===== src/rtl/osd_char_seq_if.sv =====
// Glyph-row request bus between osd_char_seq and the glyph ROM stage.
//   char_ascii      character code of the current request
//   char_row_index  glyph row of the current request
//   char_pos_x/y    origin of the current character
//   char_valid      request valid
//   char_next       request consumed; driven by the glyph stage
// master: the sequencer; slave: the glyph stage.
interface osd_char_seq_if;
   logic [7:0]  char_ascii;
   logic [5:0]  char_row_index;
   logic [10:0] char_pos_x;
   logic [10:0] char_pos_y;
   logic        char_valid;
   logic        char_next;

   modport master (
      output char_ascii, char_row_index, char_pos_x, char_pos_y, char_valid,
      input  char_next
   );

   modport slave (
      input  char_ascii, char_row_index, char_pos_x, char_pos_y, char_valid,
      output char_next
   );
endinterface


===== src/rtl/osd_char_seq.sv =====
// OSD text sequencer: holds a text string and, on start, walks it character
// by character and glyph row by glyph row, issuing one request per row on req.
// Ports:
//   clk, rst                     clock, synchronous active-high reset
//   wr_en/wr_addr/wr_data        text buffer write port (always accepted)
//   start/len/origin_x/origin_y  render request (ignored while busy)
//   busy, done                   render in progress / one-cycle finish pulse
//   req                          glyph-row request bus (master side)
// Build option: define OSD_SKIP_BLANK_EN to emit no rows for codes outside
// 33..126 while still advancing the character position.
module osd_char_seq #(
   parameter int unsigned CHAR_W     = 9,
   parameter int unsigned CHAR_H     = 18,
   parameter int unsigned TEXT_DEPTH = 64,
   parameter int unsigned ADDR_W     = 6,
   parameter int unsigned COLS       = 32,
   parameter int unsigned LINE_PITCH = 20
) (
   input  logic              clk,
   input  logic              rst,
   input  logic              wr_en,
   input  logic [ADDR_W-1:0] wr_addr,
   input  logic [7:0]        wr_data,
   input  logic              start,
   input  logic [ADDR_W:0]   len,
   input  logic [10:0]       origin_x,
   input  logic [10:0]       origin_y,
   output logic              busy,
   output logic              done,
   osd_char_seq_if.master    req
);

   localparam int unsigned LEN_W = ADDR_W + 1;
   localparam int unsigned COL_W = $clog2(COLS + 1);

   localparam logic [2:0] S_IDLE    = 3'd0;
   localparam logic [2:0] S_FETCH   = 3'd1;
   localparam logic [2:0] S_PRESENT = 3'd2;
   localparam logic [2:0] S_GAP     = 3'd3;
   localparam logic [2:0] S_FIN     = 3'd4;

   localparam logic [5:0]       ROW_LAST = 6'(CHAR_H - 1);
   localparam logic [LEN_W-1:0] LEN_MAX  = LEN_W'(TEXT_DEPTH);
   localparam logic [COL_W-1:0] COL_WRAP = COL_W'(COLS);
   localparam logic [10:0]      X_STEP   = 11'(CHAR_W);
   localparam logic [10:0]      Y_STEP   = 11'(LINE_PITCH);

   logic [2:0]       state_q, state_d;
   logic [LEN_W-1:0] len_q, len_d;
   logic [LEN_W-1:0] k_q, k_d;
   logic [5:0]       row_q, row_d;
   logic [COL_W-1:0] col_q, col_d;
   logic [10:0]      org_x_q, org_x_d;
   logic [10:0]      x_q, x_d;
   logic [10:0]      y_q, y_d;
   logic [7:0]       ascii_q, ascii_d;
   logic             valid_q, valid_d;
   logic             busy_d, done_d;

   logic [7:0]       mem [TEXT_DEPTH];
   logic [7:0]       rd_data_c;
   logic             skip_c;
   logic             last_c;
   logic [COL_W-1:0] adv_col_c;
   logic [10:0]      adv_x_c;
   logic [10:0]      adv_y_c;

   // Text buffer; the read is sampled into ascii_q at the end of FETCH, so a
   // same-cycle write to the same address yields the old code.
   always_ff @(posedge clk) begin
      if (wr_en) mem[wr_addr] <= wr_data;
   end

   assign rd_data_c = mem[k_q[ADDR_W-1:0]];

`ifdef OSD_SKIP_BLANK_EN
   assign skip_c = (rd_data_c < 8'd33) || (rd_data_c > 8'd126);
`else
   assign skip_c = 1'b0;
`endif

   assign last_c = ((k_q + LEN_W'(1)) == len_q);

   // Position of the next character: step right, or wrap to a new text line.
   always_comb begin
      adv_col_c = col_q + COL_W'(1);
      adv_x_c   = x_q + X_STEP;
      adv_y_c   = y_q;
      if (adv_col_c == COL_WRAP) begin
         adv_col_c = '0;
         adv_x_c   = org_x_q;
         adv_y_c   = y_q + Y_STEP;
      end
   end

   // Next-state and output logic.
   always_comb begin
      state_d = state_q;
      len_d   = len_q;
      k_d     = k_q;
      row_d   = row_q;
      col_d   = col_q;
      org_x_d = org_x_q;
      x_d     = x_q;
      y_d     = y_q;
      ascii_d = ascii_q;
      valid_d = valid_q;
      busy_d  = busy;
      done_d  = 1'b0;

      case (state_q)
         S_IDLE: begin
            if (start) begin
               len_d   = (len > LEN_MAX) ? LEN_MAX : len;
               k_d     = '0;
               row_d   = '0;
               col_d   = '0;
               org_x_d = origin_x;
               x_d     = origin_x;
               y_d     = origin_y;
               busy_d  = 1'b1;
               state_d = (len == '0) ? S_FIN : S_FETCH;
            end
         end
         S_FETCH: begin
            ascii_d = rd_data_c;
            if (skip_c) begin
               col_d = adv_col_c;
               x_d   = adv_x_c;
               y_d   = adv_y_c;
               if (last_c) state_d = S_FIN;
               else        k_d     = k_q + LEN_W'(1);
            end else begin
               valid_d = 1'b1;
               state_d = S_PRESENT;
            end
         end
         S_PRESENT: begin
            if (req.char_next) begin
               valid_d = 1'b0;
               state_d = S_GAP;
            end
         end
         S_GAP: begin
            // Single low cycle so the glyph stage sees a fresh rising edge.
            if (row_q != ROW_LAST) begin
               row_d   = row_q + 6'd1;
               valid_d = 1'b1;
               state_d = S_PRESENT;
            end else begin
               row_d = '0;
               col_d = adv_col_c;
               x_d   = adv_x_c;
               y_d   = adv_y_c;
               if (last_c) begin
                  state_d = S_FIN;
               end else begin
                  k_d     = k_q + LEN_W'(1);
                  state_d = S_FETCH;
               end
            end
         end
         S_FIN: begin
            done_d  = 1'b1;
            busy_d  = 1'b0;
            state_d = S_IDLE;
         end
         default: state_d = S_IDLE;
      endcase
   end

   // State and output registers.
   always_ff @(posedge clk) begin
      if (rst) begin
         state_q <= S_IDLE;
         len_q   <= '0;
         k_q     <= '0;
         row_q   <= '0;
         col_q   <= '0;
         org_x_q <= '0;
         x_q     <= '0;
         y_q     <= '0;
         ascii_q <= '0;
         valid_q <= 1'b0;
         busy    <= 1'b0;
         done    <= 1'b0;
      end else begin
         state_q <= state_d;
         len_q   <= len_d;
         k_q     <= k_d;
         row_q   <= row_d;
         col_q   <= col_d;
         org_x_q <= org_x_d;
         x_q     <= x_d;
         y_q     <= y_d;
         ascii_q <= ascii_d;
         valid_q <= valid_d;
         busy    <= busy_d;
         done    <= done_d;
      end
   end

   assign req.char_ascii     = ascii_q;
   assign req.char_row_index = row_q;
   assign req.char_pos_x     = x_q;
   assign req.char_pos_y     = y_q;
   assign req.char_valid     = valid_q;

endmodule


===== src/flat_wrapper.sv =====
// flat-port wrapper written by rule: the top's interface ports become plain ports
module osd_char_seq_flat 
#(
   parameter int unsigned CHAR_W     = 9,
   parameter int unsigned CHAR_H     = 18,
   parameter int unsigned TEXT_DEPTH = 64,
   parameter int unsigned ADDR_W     = 6,
   parameter int unsigned COLS       = 32,
   parameter int unsigned LINE_PITCH = 20
)
  (clk, rst, wr_en, wr_addr, wr_data, start, len, origin_x, origin_y, busy, done, req_char_ascii, req_char_row_index, req_char_pos_x, req_char_pos_y, req_char_valid, req_char_next);
  osd_char_seq_if req_i ();
  input  logic clk;
  input  logic rst;
  input  logic wr_en;
  input  logic [ADDR_W-1:0] wr_addr;
  input  logic [7:0] wr_data;
  input  logic start;
  input  logic [ADDR_W:0] len;
  input  logic [10:0] origin_x;
  input  logic [10:0] origin_y;
  output logic busy;
  output logic done;
  output wire logic [$bits(req_i.char_ascii)-1:0] req_char_ascii;
  output wire logic [$bits(req_i.char_row_index)-1:0] req_char_row_index;
  output wire logic [$bits(req_i.char_pos_x)-1:0] req_char_pos_x;
  output wire logic [$bits(req_i.char_pos_y)-1:0] req_char_pos_y;
  output wire logic [$bits(req_i.char_valid)-1:0] req_char_valid;
  input wire logic [$bits(req_i.char_next)-1:0] req_char_next;
  assign req_char_ascii = req_i.char_ascii;
  assign req_char_row_index = req_i.char_row_index;
  assign req_char_pos_x = req_i.char_pos_x;
  assign req_char_pos_y = req_i.char_pos_y;
  assign req_char_valid = req_i.char_valid;
  assign req_i.char_next = req_char_next;
  osd_char_seq #(.CHAR_W(CHAR_W), .CHAR_H(CHAR_H), .TEXT_DEPTH(TEXT_DEPTH), .ADDR_W(ADDR_W), .COLS(COLS), .LINE_PITCH(LINE_PITCH)) u_core (.clk(clk), .rst(rst), .wr_en(wr_en), .wr_addr(wr_addr), .wr_data(wr_data), .start(start), .len(len), .origin_x(origin_x), .origin_y(origin_y), .busy(busy), .done(done), .req(req_i));
endmodule

===== config.mk =====
export PLATFORM = sky130hd
export DESIGN_NAME = osd_char_seq_flat
export DESIGN_NICKNAME = d
export VERILOG_FILES = /design/src/rtl/osd_char_seq_if.sv /design/src/rtl/osd_char_seq.sv /design/src/flat_wrapper.sv
export SDC_FILE = /design/constraint.sdc
export NUM_CORES = 1
export LEC_CHECK = 0
export BUFFER_PORTS_ARGS = -buffer_cell sky130_fd_sc_hd__clkbuf_2
export CAP_MARGIN = 20
export CORE_UTILIZATION = 65
export CTS_CLUSTER_SIZE = 20
export DETAILED_ROUTE_END_ITERATION = 10
export PLACE_DENSITY_LB_ADDON = 0.25
export SLEW_MARGIN = 10
export SYNTH_ARGS = -nofsm -noshare
export SYNTH_HDL_FRONTEND = slang
export SYNTH_SLANG_ARGS = --single-unit

===== constraint.sdc =====
create_clock -name clk -period 3.65 [get_ports clk]
set_input_delay 0.365 -clock clk [delete_from_list [all_inputs] [get_ports clk]]
set_output_delay 0.365 -clock clk [all_outputs]
set_load 0.005 [all_outputs]

==> summary.md <==
The logs give 0 for the number of nets with antenna violations after detailed routing and 83200 µm for the first-pass GRT wire length. For this design the ratio of total power to cell area is 501 nW/µm². The number of detailed-routing iterations run before antenna repair came out at 7. From left edge to right edge, the die measures 195 µm. Clock-pin slew was measured on the worst setup and hold paths at 0.06 ns. For the final database, setup skew stands at 0.0142 ns. The synthesized netlist contains 86 unique library cells. For the source-to-sink clock delay at the later pin of the worst-skew pair, the log shows 0.60 ns. The worst setup path is captured at a flip-flop. The run gives 24200 µm² as the mapped cell area.

For the number of maximum-capacitance violations, the log shows 0. Input and output buffers added on the ports amount to 86. Detailed placement ended at an HPWL of 34700 µm.

IR analysis of the VDD net gives a maximum drop of 0.384 mV. Averaged over all synthesized cells, the footprint is 16.2 µm². Fill cells in the final layout number 2179. The area of the placeable core is 36600 µm², and the async set-or-reset flop fraction in the synthesized netlist is 0%. Summed over all cells, the static leakage comes to 8.46 nW. For the number of global-route vias before repair, the log shows 13800. The logs give 585 for the clock sink count and 1492 for the gate count after technology mapping.

Cells fill 73.4% of the core in the end. The largest net degree at the start of global routing is 65. The critical path is of the reg2reg type.

TritonCTS built the clock tree. The die covers 38000 µm². At the worst endpoint, the required time is 4.12 ns.

In the layout the commonest cells are sky130_fd_sc_hd__edfxtp_1 (512), sky130_fd_sc_hd__nand2_1 (112), sky130_fd_sc_hd__nor2_1 (101). The run gives 0 as the residual DRC count. Once layout is complete, the cells apart from fillers number 2111.

The logs give 1 for the number of antenna violations at the first check in global routing and 16800 µm² for the combined flip-flop and latch cell area. In this run the cell area measured after placement is 25000 µm². Global routing finished with a remaining overflow of 0.

The category of the worst setup path launch point is a flip-flop. Setup repair after global routing left no endpoint under its margin. The largest fanout of any net on the critical path is 27. For the final routed database, the setup TNS stands at 0 ns.

The run finished with clean final reports. The logs give 1398 for the DRC violation total after the first TritonRoute iteration and 1.04 ns for the post-route worst setup slack. Measured against its own limit, the worst slew margin works out to 23.5%. The area of combinational cells with multiple inputs was 6760 µm²; the average routed wire per standard cell was 26.1 µm. The prevailing post-synth register cell is sky130_fd_sc_hd__edfxtp_1. For this run, the post-layout net count is 1650. The leading cell type in the layout, fill and taps excluded is sky130_fd_sc_hd__edfxtp_1. The fraction of layout cells with a size suffix above 1 came out at 18.7%. Counting the buffers created by CTS gives 56.

The number of flops mapped to enable cells by yosys is 512, and the post-placement cell count is 1997. The number of synthesized register bits works out to 585. The run gives 1.06 ns as the worst setup slack before clock tree synthesis.

Once the clock tree was built, the resizer swapped 0 gates to a different size. The tree is rooted in a sky130_fd_sc_hd__clkbuf_16. For the worst setup path, the data arrival time is 3.09 ns. Of the synthesized area, sequential elements account for 69.5%. The clock tree synthesis step divided the H-tree into 2 levels. The routability congestion estimate came out at 0.900. The final cycle utilization of the critical path was 71.6%; the vertical die dimension was 195 µm. Based on the critical path, the design can be clocked at up to 383 MHz. After routing the design area is 26900 µm². For the finished layout, the period the worst path requires is 2.61 ns. Across all hold checks on the routed design, the worst slack comes to 0.0191 ns. When the netlist entered floorplanning its net count stood at 1546.

At the pin with the least slew margin, the transition time is 1.15 ns. For this run, the total global-route usage over all layers was measured as 29.5%. Using the TritonRoute via totals, the vias-per-cell ratio works out to 6.69. The max-slew violation count is 0.

The area growth from synthesis to final layout works out to 10.9%. The run gives 87 as the boundary pin count. Number of standard-cell rows in the floorplan: 70. Summing internal, switching and leakage power gives 13.5 mW. Maximum buffer depth of the clock tree: 3.

The tools report the starting density of the core as 66.2%. The run gives 14100 as the number of vias after detailed routing. The final count of negative-setup-slack endpoints is 0. The min-delay analysis places its worst path in the category in2reg. The final hold violation count was 0; the number of synthesis warnings was 0.

The run gives 55100 µm as the post-detailed-routing wire length.
## synthesized netlist by cell type (18+ instances only)
master / n / area, µm²
sky130_fd_sc_hd__buf_2: 29 / 145
sky130_fd_sc_hd__mux2i_1: 80 / 801
sky130_fd_sc_hd__a21oi_1: 71 / 355
sky130_fd_sc_hd__mux4_1: 36 / 946
sky130_fd_sc_hd__nand3_1: 49 / 245
sky130_fd_sc_hd__edfxtp_1: 512 / 15400
sky130_fd_sc_hd__mux4_2: 58 / 1310
sky130_fd_sc_hd__nor3_1: 41 / 205
sky130_fd_sc_hd__clkbuf_1: 34 / 128
sky130_fd_sc_hd__nand2_1: 112 / 420
sky130_fd_sc_hd__nor2_1: 101 / 379
sky130_fd_sc_hd__dfxtp_1: 73 / 1460
sky130_fd_sc_hd__o21ai_0: 18 / 90.1
## flip-flops by register name, indices dropped and copies added, names as in the netlist
signal                     count
u_core.req.char_pos_x         11
u_core.state_q                 3
u_core.busy                    1
u_core.col_q                   6
u_core.done                    1
u_core.k_q                     7
u_core.mem                   512
u_core.org_x_q                11
u_core.req.char_ascii          8
u_core.len_q                   7
u_core.req.char_pos_y         11
u_core.req.char_row_index      6
u_core.req.char_valid          1
## cell families (layout without fill, tap and decap cells)
logic type / after synthesis / after routing / synth area share, %
xor gates and xnor gates: 18 / 18 / 0.651
DFF: 585 / 585 / 69.5
and+or+nand+nor: 400 / 400 / 8.12
muxes: 176 / 176 / 12.7
AOI/OAI and AO/OA: 210 / 210 / 6.10
other: 0 / 1 / 0
buffers and inverters: 97 / 247 / 2.63
adders and majority gates: 6 / 6 / 0.310
## path summary, 6_finish.rpt
path	startpoint	end	slack (ns)	cells past startpoint
max	u_core.k_q[0]	u_core.req.char_ascii[0]	1.04	6
min reg2reg	u_core.org_x_q[7]	u_core.org_x_q[7]	0.46	2
min	origin_x[7]	u_core.org_x_q[7]	0.02	3
max reg2reg	u_core.k_q[0]	u_core.req.char_ascii[0]	1.04	6
## area by class of cell
class / instances / share of cell area, %
clock inverter: 39 / 1.06
timing repair buffer: 138 / 3.38
tap: 468 / 2.18
antenna: 1 / 0.00932
sequential: 585 / 62.7
inverter: 5 / 0.0699
multi-input combinational: 810 / 25.2
clock buffer: 65 / 5.42
## what timing repair did
item	CTS	global route
buffers inserted	0	0
hold endpoints to repair	8	0
hold buffers	8	0
## worst max-delay path, stage by stage, from the launching register on
cell and delay, ns:
sky130_fd_sc_hd__dfxtp_4 0.70, sky130_fd_sc_hd__buf_4 0.36, sky130_fd_sc_hd__mux4_1 0.60, sky130_fd_sc_hd__mux2i_1 0.29, sky130_fd_sc_hd__nand3_1 0.14, sky130_fd_sc_hd__nand4_1 0.25, sky130_fd_sc_hd__a311oi_2 0.13
## layer usage
metal	up-vias	global-route usage (%)	share of wire, %
met3	146	5.27	8.3
li1	6164	-	-
met5	-	0	0
met2	773	48.2	49
met1	7035	39.9	39
met4	0	12.0	3.9
## report_power, final
group          total, mW  internal, mW  switching [mW]
registers           7.43          7.36          0.0666
clock network       5.51          3.07            2.44
logic              0.529         0.173           0.355
(Power assumes the default switching activity.)
